<file path="config.mk">
export PLATFORM = sky130hd
export DESIGN_NAME = store_unit
export DESIGN_NICKNAME = d
export VERILOG_FILES = /design/src/rtl/lsu_pkg.sv /design/src/rtl/store_lane_align.sv /design/src/rtl/store_unit.sv
export SDC_FILE = /design/constraint.sdc
export NUM_CORES = 1
export LEC_CHECK = 0
export ABC_AREA = 1
export CORE_ASPECT_RATIO = 1.75
export CORE_MARGIN = 2
export CORE_UTILIZATION = 50
export CTS_CLUSTER_DIAMETER = 50
export DETAILED_ROUTE_END_ITERATION = 10
export GPL_TIMING_DRIVEN = 0
export PLACE_DENSITY = 0.8
export SYNTH_ARGS = -nofsm -noshare
export SYNTH_HDL_FRONTEND = slang
export SYNTH_SLANG_ARGS = --single-unit
</file>
<file path="constraint.sdc">
create_clock -name clk -period 2.23 [get_ports clk]
set_input_delay 0.3345 -clock clk [delete_from_list [all_inputs] [get_ports clk]]
set_output_delay 0.3345 -clock clk [all_outputs]
set_load 0.005 [all_outputs]
</file>
<file path="src/rtl/lsu_pkg.sv">
// Shared types and constants for the load/store unit.
// Store sizes, store FSM states and the size-to-byte-mask mapping.
package lsu_pkg;

    typedef enum logic [1:0] {
        SB      = 2'b00,
        SH      = 2'b01,
        SW      = 2'b10,
        ILLEGAL = 2'b11
    } store_size_e;

    typedef enum logic [1:0] {
        IDLE  = 2'b00,
        BEAT0 = 2'b01,
        BEAT1 = 2'b10
    } store_state_e;

    localparam logic [3:0] MASK_SB = 4'b0001;
    localparam logic [3:0] MASK_SH = 4'b0011;
    localparam logic [3:0] MASK_SW = 4'b1111;

    function automatic logic [3:0] size_mask(input store_size_e size);
        case (size)
            SB:      size_mask = MASK_SB;
            SH:      size_mask = MASK_SH;
            SW:      size_mask = MASK_SW;
            default: size_mask = 4'b0000;
        endcase
    endfunction

endpackage

</file>
<file path="src/rtl/store_lane_align.sv">
// Places LSB-justified store data onto byte lanes across two adjacent words.
// Purely combinational; lanes without an enable are forced to zero.
module store_lane_align
    import lsu_pkg::*;
(
    input  logic [1:0]  offset_i,
    input  store_size_e size_i,
    input  logic [31:0] data_i,
    output logic [63:0] lane_data_o,
    output logic [7:0]  lane_be_o
);

    logic [3:0]  mask;
    logic [63:0] shifted;

    always_comb begin
        mask        = size_mask(size_i);
        lane_be_o   = {4'b0000, mask} << offset_i;
        shifted     = {32'h0, data_i} << {offset_i, 3'b000};
        lane_data_o = '0;
        for (int i = 0; i < 8; i++) begin
            lane_data_o[8*i +: 8] = lane_be_o[i] ? shifted[8*i +: 8] : 8'h00;
        end
    end

endmodule

</file>
<file path="src/rtl/store_unit.sv">
// Store unit: accepts one store at a time and issues one or two aligned memory
// write beats, holding each beat stable until the memory grants it.
module store_unit
    import lsu_pkg::*;
#(
    parameter bit          SPLIT_MISALIGNED = 1'b1,
    parameter int unsigned ADDR_W           = 32
) (
    input  logic              clk,
    input  logic              rst_n,
    input  logic              st_valid_i,
    output logic              st_ready_o,
    input  logic [ADDR_W-1:0] st_addr_i,
    input  logic [31:0]       st_data_i,
    input  logic [1:0]        st_size_i,
    output logic              st_done_o,
    output logic              st_err_o,
    output logic              dmem_req_o,
    input  logic              dmem_gnt_i,
    output logic [ADDR_W-1:0] dmem_addr_o,
    output logic [31:0]       dmem_wdata_o,
    output logic [3:0]        dmem_be_o
);

    store_state_e state_q;
    store_size_e  size;
    logic [31:0]  hi_data_q;
    logic [3:0]   hi_be_q;
    logic         need_hi_q;
    logic [63:0]  lane_data;
    logic [7:0]   lane_be;
    logic         accept;
    logic         need_hi;
    logic         reject;

    assign size    = store_size_e'(st_size_i);
    assign accept  = st_valid_i & st_ready_o;
    assign need_hi = |lane_be[7:4];
    assign reject  = (size == ILLEGAL) || (!SPLIT_MISALIGNED && need_hi);

    store_lane_align u_align (
        .offset_i    (st_addr_i[1:0]),
        .size_i      (size),
        .data_i      (st_data_i),
        .lane_data_o (lane_data),
        .lane_be_o   (lane_be)
    );

    // Ready is registered so it stays low while reset is held and rises on the first edge after.
    always_ff @(posedge clk or negedge rst_n) begin
        if (!rst_n) begin
            state_q      <= IDLE;
            st_ready_o   <= 1'b0;
            st_done_o    <= 1'b0;
            st_err_o     <= 1'b0;
            dmem_req_o   <= 1'b0;
            dmem_addr_o  <= '0;
            dmem_wdata_o <= '0;
            dmem_be_o    <= '0;
            hi_data_q    <= '0;
            hi_be_q      <= '0;
            need_hi_q    <= 1'b0;
        end else begin
            st_done_o <= 1'b0;
            st_err_o  <= 1'b0;
            case (state_q)
                IDLE: begin
                    st_ready_o <= 1'b1;
                    if (accept) begin
                        if (reject) begin
                            st_err_o <= 1'b1;
                        end else begin
                            state_q      <= BEAT0;
                            st_ready_o   <= 1'b0;
                            dmem_req_o   <= 1'b1;
                            dmem_addr_o  <= {st_addr_i[ADDR_W-1:2], 2'b00};
                            dmem_wdata_o <= lane_data[31:0];
                            dmem_be_o    <= lane_be[3:0];
                            hi_data_q    <= lane_data[63:32];
                            hi_be_q      <= lane_be[7:4];
                            need_hi_q    <= need_hi;
                        end
                    end
                end
                BEAT0, BEAT1: begin
                    if (dmem_gnt_i) begin
                        if (state_q == BEAT0 && need_hi_q) begin
                            state_q      <= BEAT1;
                            dmem_addr_o  <= dmem_addr_o + ADDR_W'(4);
                            dmem_wdata_o <= hi_data_q;
                            dmem_be_o    <= hi_be_q;
                        end else begin
                            state_q      <= IDLE;
                            st_ready_o   <= 1'b1;
                            st_done_o    <= 1'b1;
                            dmem_req_o   <= 1'b0;
                            dmem_addr_o  <= '0;
                            dmem_wdata_o <= '0;
                            dmem_be_o    <= '0;
                        end
                    end
                end
                default: begin
                    state_q    <= IDLE;
                    dmem_req_o <= 1'b0;
                end
            endcase
        end
    end

endmodule

</file>
==> flow_summary.toml <==
[placement]
dp_hpwl_mm = 17.0
place_area_mm2 = 0.00749
place_congestion = 1.02
io_buffers = 139

[logic_synthesis]
synth_top_family_by_area = "simple AND/OR/NAND/NOR gates"
synthTopCellsByArea = "dfrtp_1 (42%), nand2_1 (16%), inv_1 (5.5%)"
synth_common_cells = "nand2_1 (249), dfrtp_1 (100), inv_1 (87)"
synth_most_common_cell = "nand2_1"
synth-edff-count = 0
syn_inst = 812
synth-xor-area-share_pct = 0
synth.avg_cell_area_um2 = 7.27
synth_compound_area_share_pct = 18.8
syn_area_mm2 = 0.00590
synthFlopType = "dfrtp_1"
ys_seq_area_share_pct = 42.4
synth.area.mux_share_pct = 0
ys_warn_count = 0
yosysTopAreaCell = "dfrtp_1"
synth-async-reset-ratio_pct = 100
synth-simple-area-share_pct = 28.2
synth_fa_ha_area_share_pct = 1.48
ys_seq_elements = 100
synth_top_area_share_pct = 42.4
yosysUniqueCellTypes = 36

[routing]
routed_wl_mm = 21.7
dr.first_iter.drc_count = 373
vias = 6232
wl_per_cell_um = 19.6
viasPerCell = 5.63
drtAntennaViolNets = 0
drt_pass1_iterations = 5
drc = 0

[setup_path]
required_ns = 2.48
crit_type = "flip-flop to flip-flop"
r2r-start = "state_q[0]"
r2r_slack_ns = 0.08
critPathArrivalTime_ns = 2.40
regToRegEndpoint = "dmem_addr_o[22]"
endpoint_kind = "flip-flop"
start_kind = "flip-flop"
r2r_cells = 10
cp_max_fo = 10

[final_layout]
antenna_cells = 0
fin_area_mm2 = 0.00780
area_growth_pct = 32.1
drive_gt1_share_pct = 8.65
post-route-util_pct = 67.7
fin_nets = 1044
fill_cells = 962

[die]
rows = 52
io_pins = 142
die_w_um = 86.1
start_util_pct = 51.3
dieArea_mm2 = 0.0127
coreArea_mm2 = 0.0115
die_y_um = 148

[grt]
grt_max_degree = 56
grt_pass1_vias = 6165
grt_pass1_wl_mm = 33.0
gr-total-overflow = 0
grt_antenna_before_repair = 0
grt_util_all_layers_pct = 34.7

[timing]
hold_ws_ns = 0.0522
fin_crit_ns = 2.15
tightest_slew_ns = 0.760
relSlewSlack_pct = 49.3
max_freq_mhz = 466
slew_viol_final = 0
period_share_pct = 96.3
finalSetupViolCount = 0
clock_skew_ns = 0.00556
finalHoldViolations = 0

[power]
powerDensity_mw_per_mm2 = 1170
peakVddDrop_mv = 0.673
leakage_uw = 0.00360

[clocking]
clock_path_buffers = 2
htreeDepth = 3
clk_pin_slew_ns = 0.07
clock_sinks = 100
cts_buffers = 9
cts_tree = "built"
worstSkewPairLatency_ns = 0.35
root_buffer = "clkbuf_16"

[hold_path]
hold_path_class = "input pin to asynchronous set/reset pin"

[run_status]
run_status = "finished clean"

[run]
drv_cap = 0
==> state kept, by name, indices dropped and copies added, names as in the netlist <==
signal,count
dmem_wdata_o,32
dmem_addr_o,30
hi_data_q,24
dmem_be_o,4
hi_be_q,3
state_q,2
dmem_req_o,1
need_hi_q,1
st_done_o,1
st_err_o,1
st_ready_o,1
==> per-layer routing <==
layer | vias up | global-route usage (%) | wire length (um)
met1 | 2898 | 34.8 | 7170
li1 | 2962 | - | -
met2 | 280 | 64.3 | 11800
met4 | 0 | 23.9 | 1620
met3 | 92 | 4.19 | 1040
met5 | - | 0 | 0
==> critical path, stage by stage (launching register included) <==
cell	delay, ns
dfrtp_1	0.39
inv_1	0.08
ha_1	0.37
inv_4	0.15
nor2_4	0.06
o21bai_1	0.22
nor2_4	0.27
buf_4	0.26
o21ai_0	0.13
nand2_1	0.07
nand2_1	0.04
==> metrics by stage <==
stage,TNS (ns),cells,setup WS [ns],power [uW]
3_3_place_gp,-308.68,1087,-3.05,7480
5_1_grt,-0.00457,1106,-0.00457,9700
2_1_floorplan,0,813,0.506,5280
6_report,0,1106,0.0829,9150
3_5_place_dp,-6.57,1088,-0.246,7530
4_1_cts,0,1103,0.00946,9050
==> layout by cell type (no fill, tap or decap), types with 2 or more instances in the layout <==
cell type        instances
o211ai_2                19
nand3_1                 43
buf_2                   15
nor2_4                   5
nand3b_1                 2
o21ai_1                  7
clkbuf_4                 2
inv_1                   87
clkbuf_2                 2
conb_1                   2
nor2_1                  79
nor2_2                   5
a31oi_1                  3
buf_1                    2
nand2_1                249
ha_1                     7
o21ai_0                 60
dfrtp_1                100
buf_6                    2
nand4_1                  7
inv_6                    2
a21oi_1                 42
inv_2                    6
clkinvlp_4               2
o211ai_1                 8
nor3_1                   5
o22ai_1                 24
buf_4                    7
clkdlybuf4s50_1        138
clkbuf_1                 8
clkbuf_16                9
a22oi_1                  8
==> cells by family after synthesis <==
logic type,after synthesis
simple gates,399
fa+ha+maj,7
compound gates,176
flops,100
buf+inv,129
other cells,1
==> where the power goes <==
group | internal, uW | switching (uW) | total [uW]
clock network | 766 | 758 | 1520
logic | 1990 | 2440 | 4430
registers | 2500 | 695 | 3200
total | 5260 | 3890 | 9150
==> how the worst max path moves through the flow <==
stage	start	endpoint	cells past startpoint
3_5_place_dp	st_size_i[0]	dmem_wdata_o[3]	9
3_3_place_gp	rst_n	dmem_wdata_o[7]	1
5_1_grt	state_q[0]	dmem_wdata_o[26]	8
6_report	state_q[0]	dmem_addr_o[22]	10
2_1_floorplan	state_q[0]	dmem_addr_o[22]	10
4_1_cts	state_q[0]	dmem_addr_o[3]	9
==> what timing repair did <==
action,CTS,global route
endpoints found under the setup margin,6,37
pin swaps,0,1
setup buffers,0,3
hold buffers,0,0
gates resized for setup,1,5
==> layout make-up <==
cell class | instances | area [um^2] | share of cell area, %
plain buffers | 34 | 183 | 2.34
clock buffers | 9 | 225 | 2.89
clock inverters | 6 | 48.8 | 0.626
inverters | 95 | 359 | 4.60
multi-input cells | 584 | 2870 | 36.8
flip-flops and latches | 100 | 2500 | 32.1
well taps | 135 | 169 | 2.17
repair buffers | 143 | 1440 | 18.5
(Power assumes the default switching activity.)
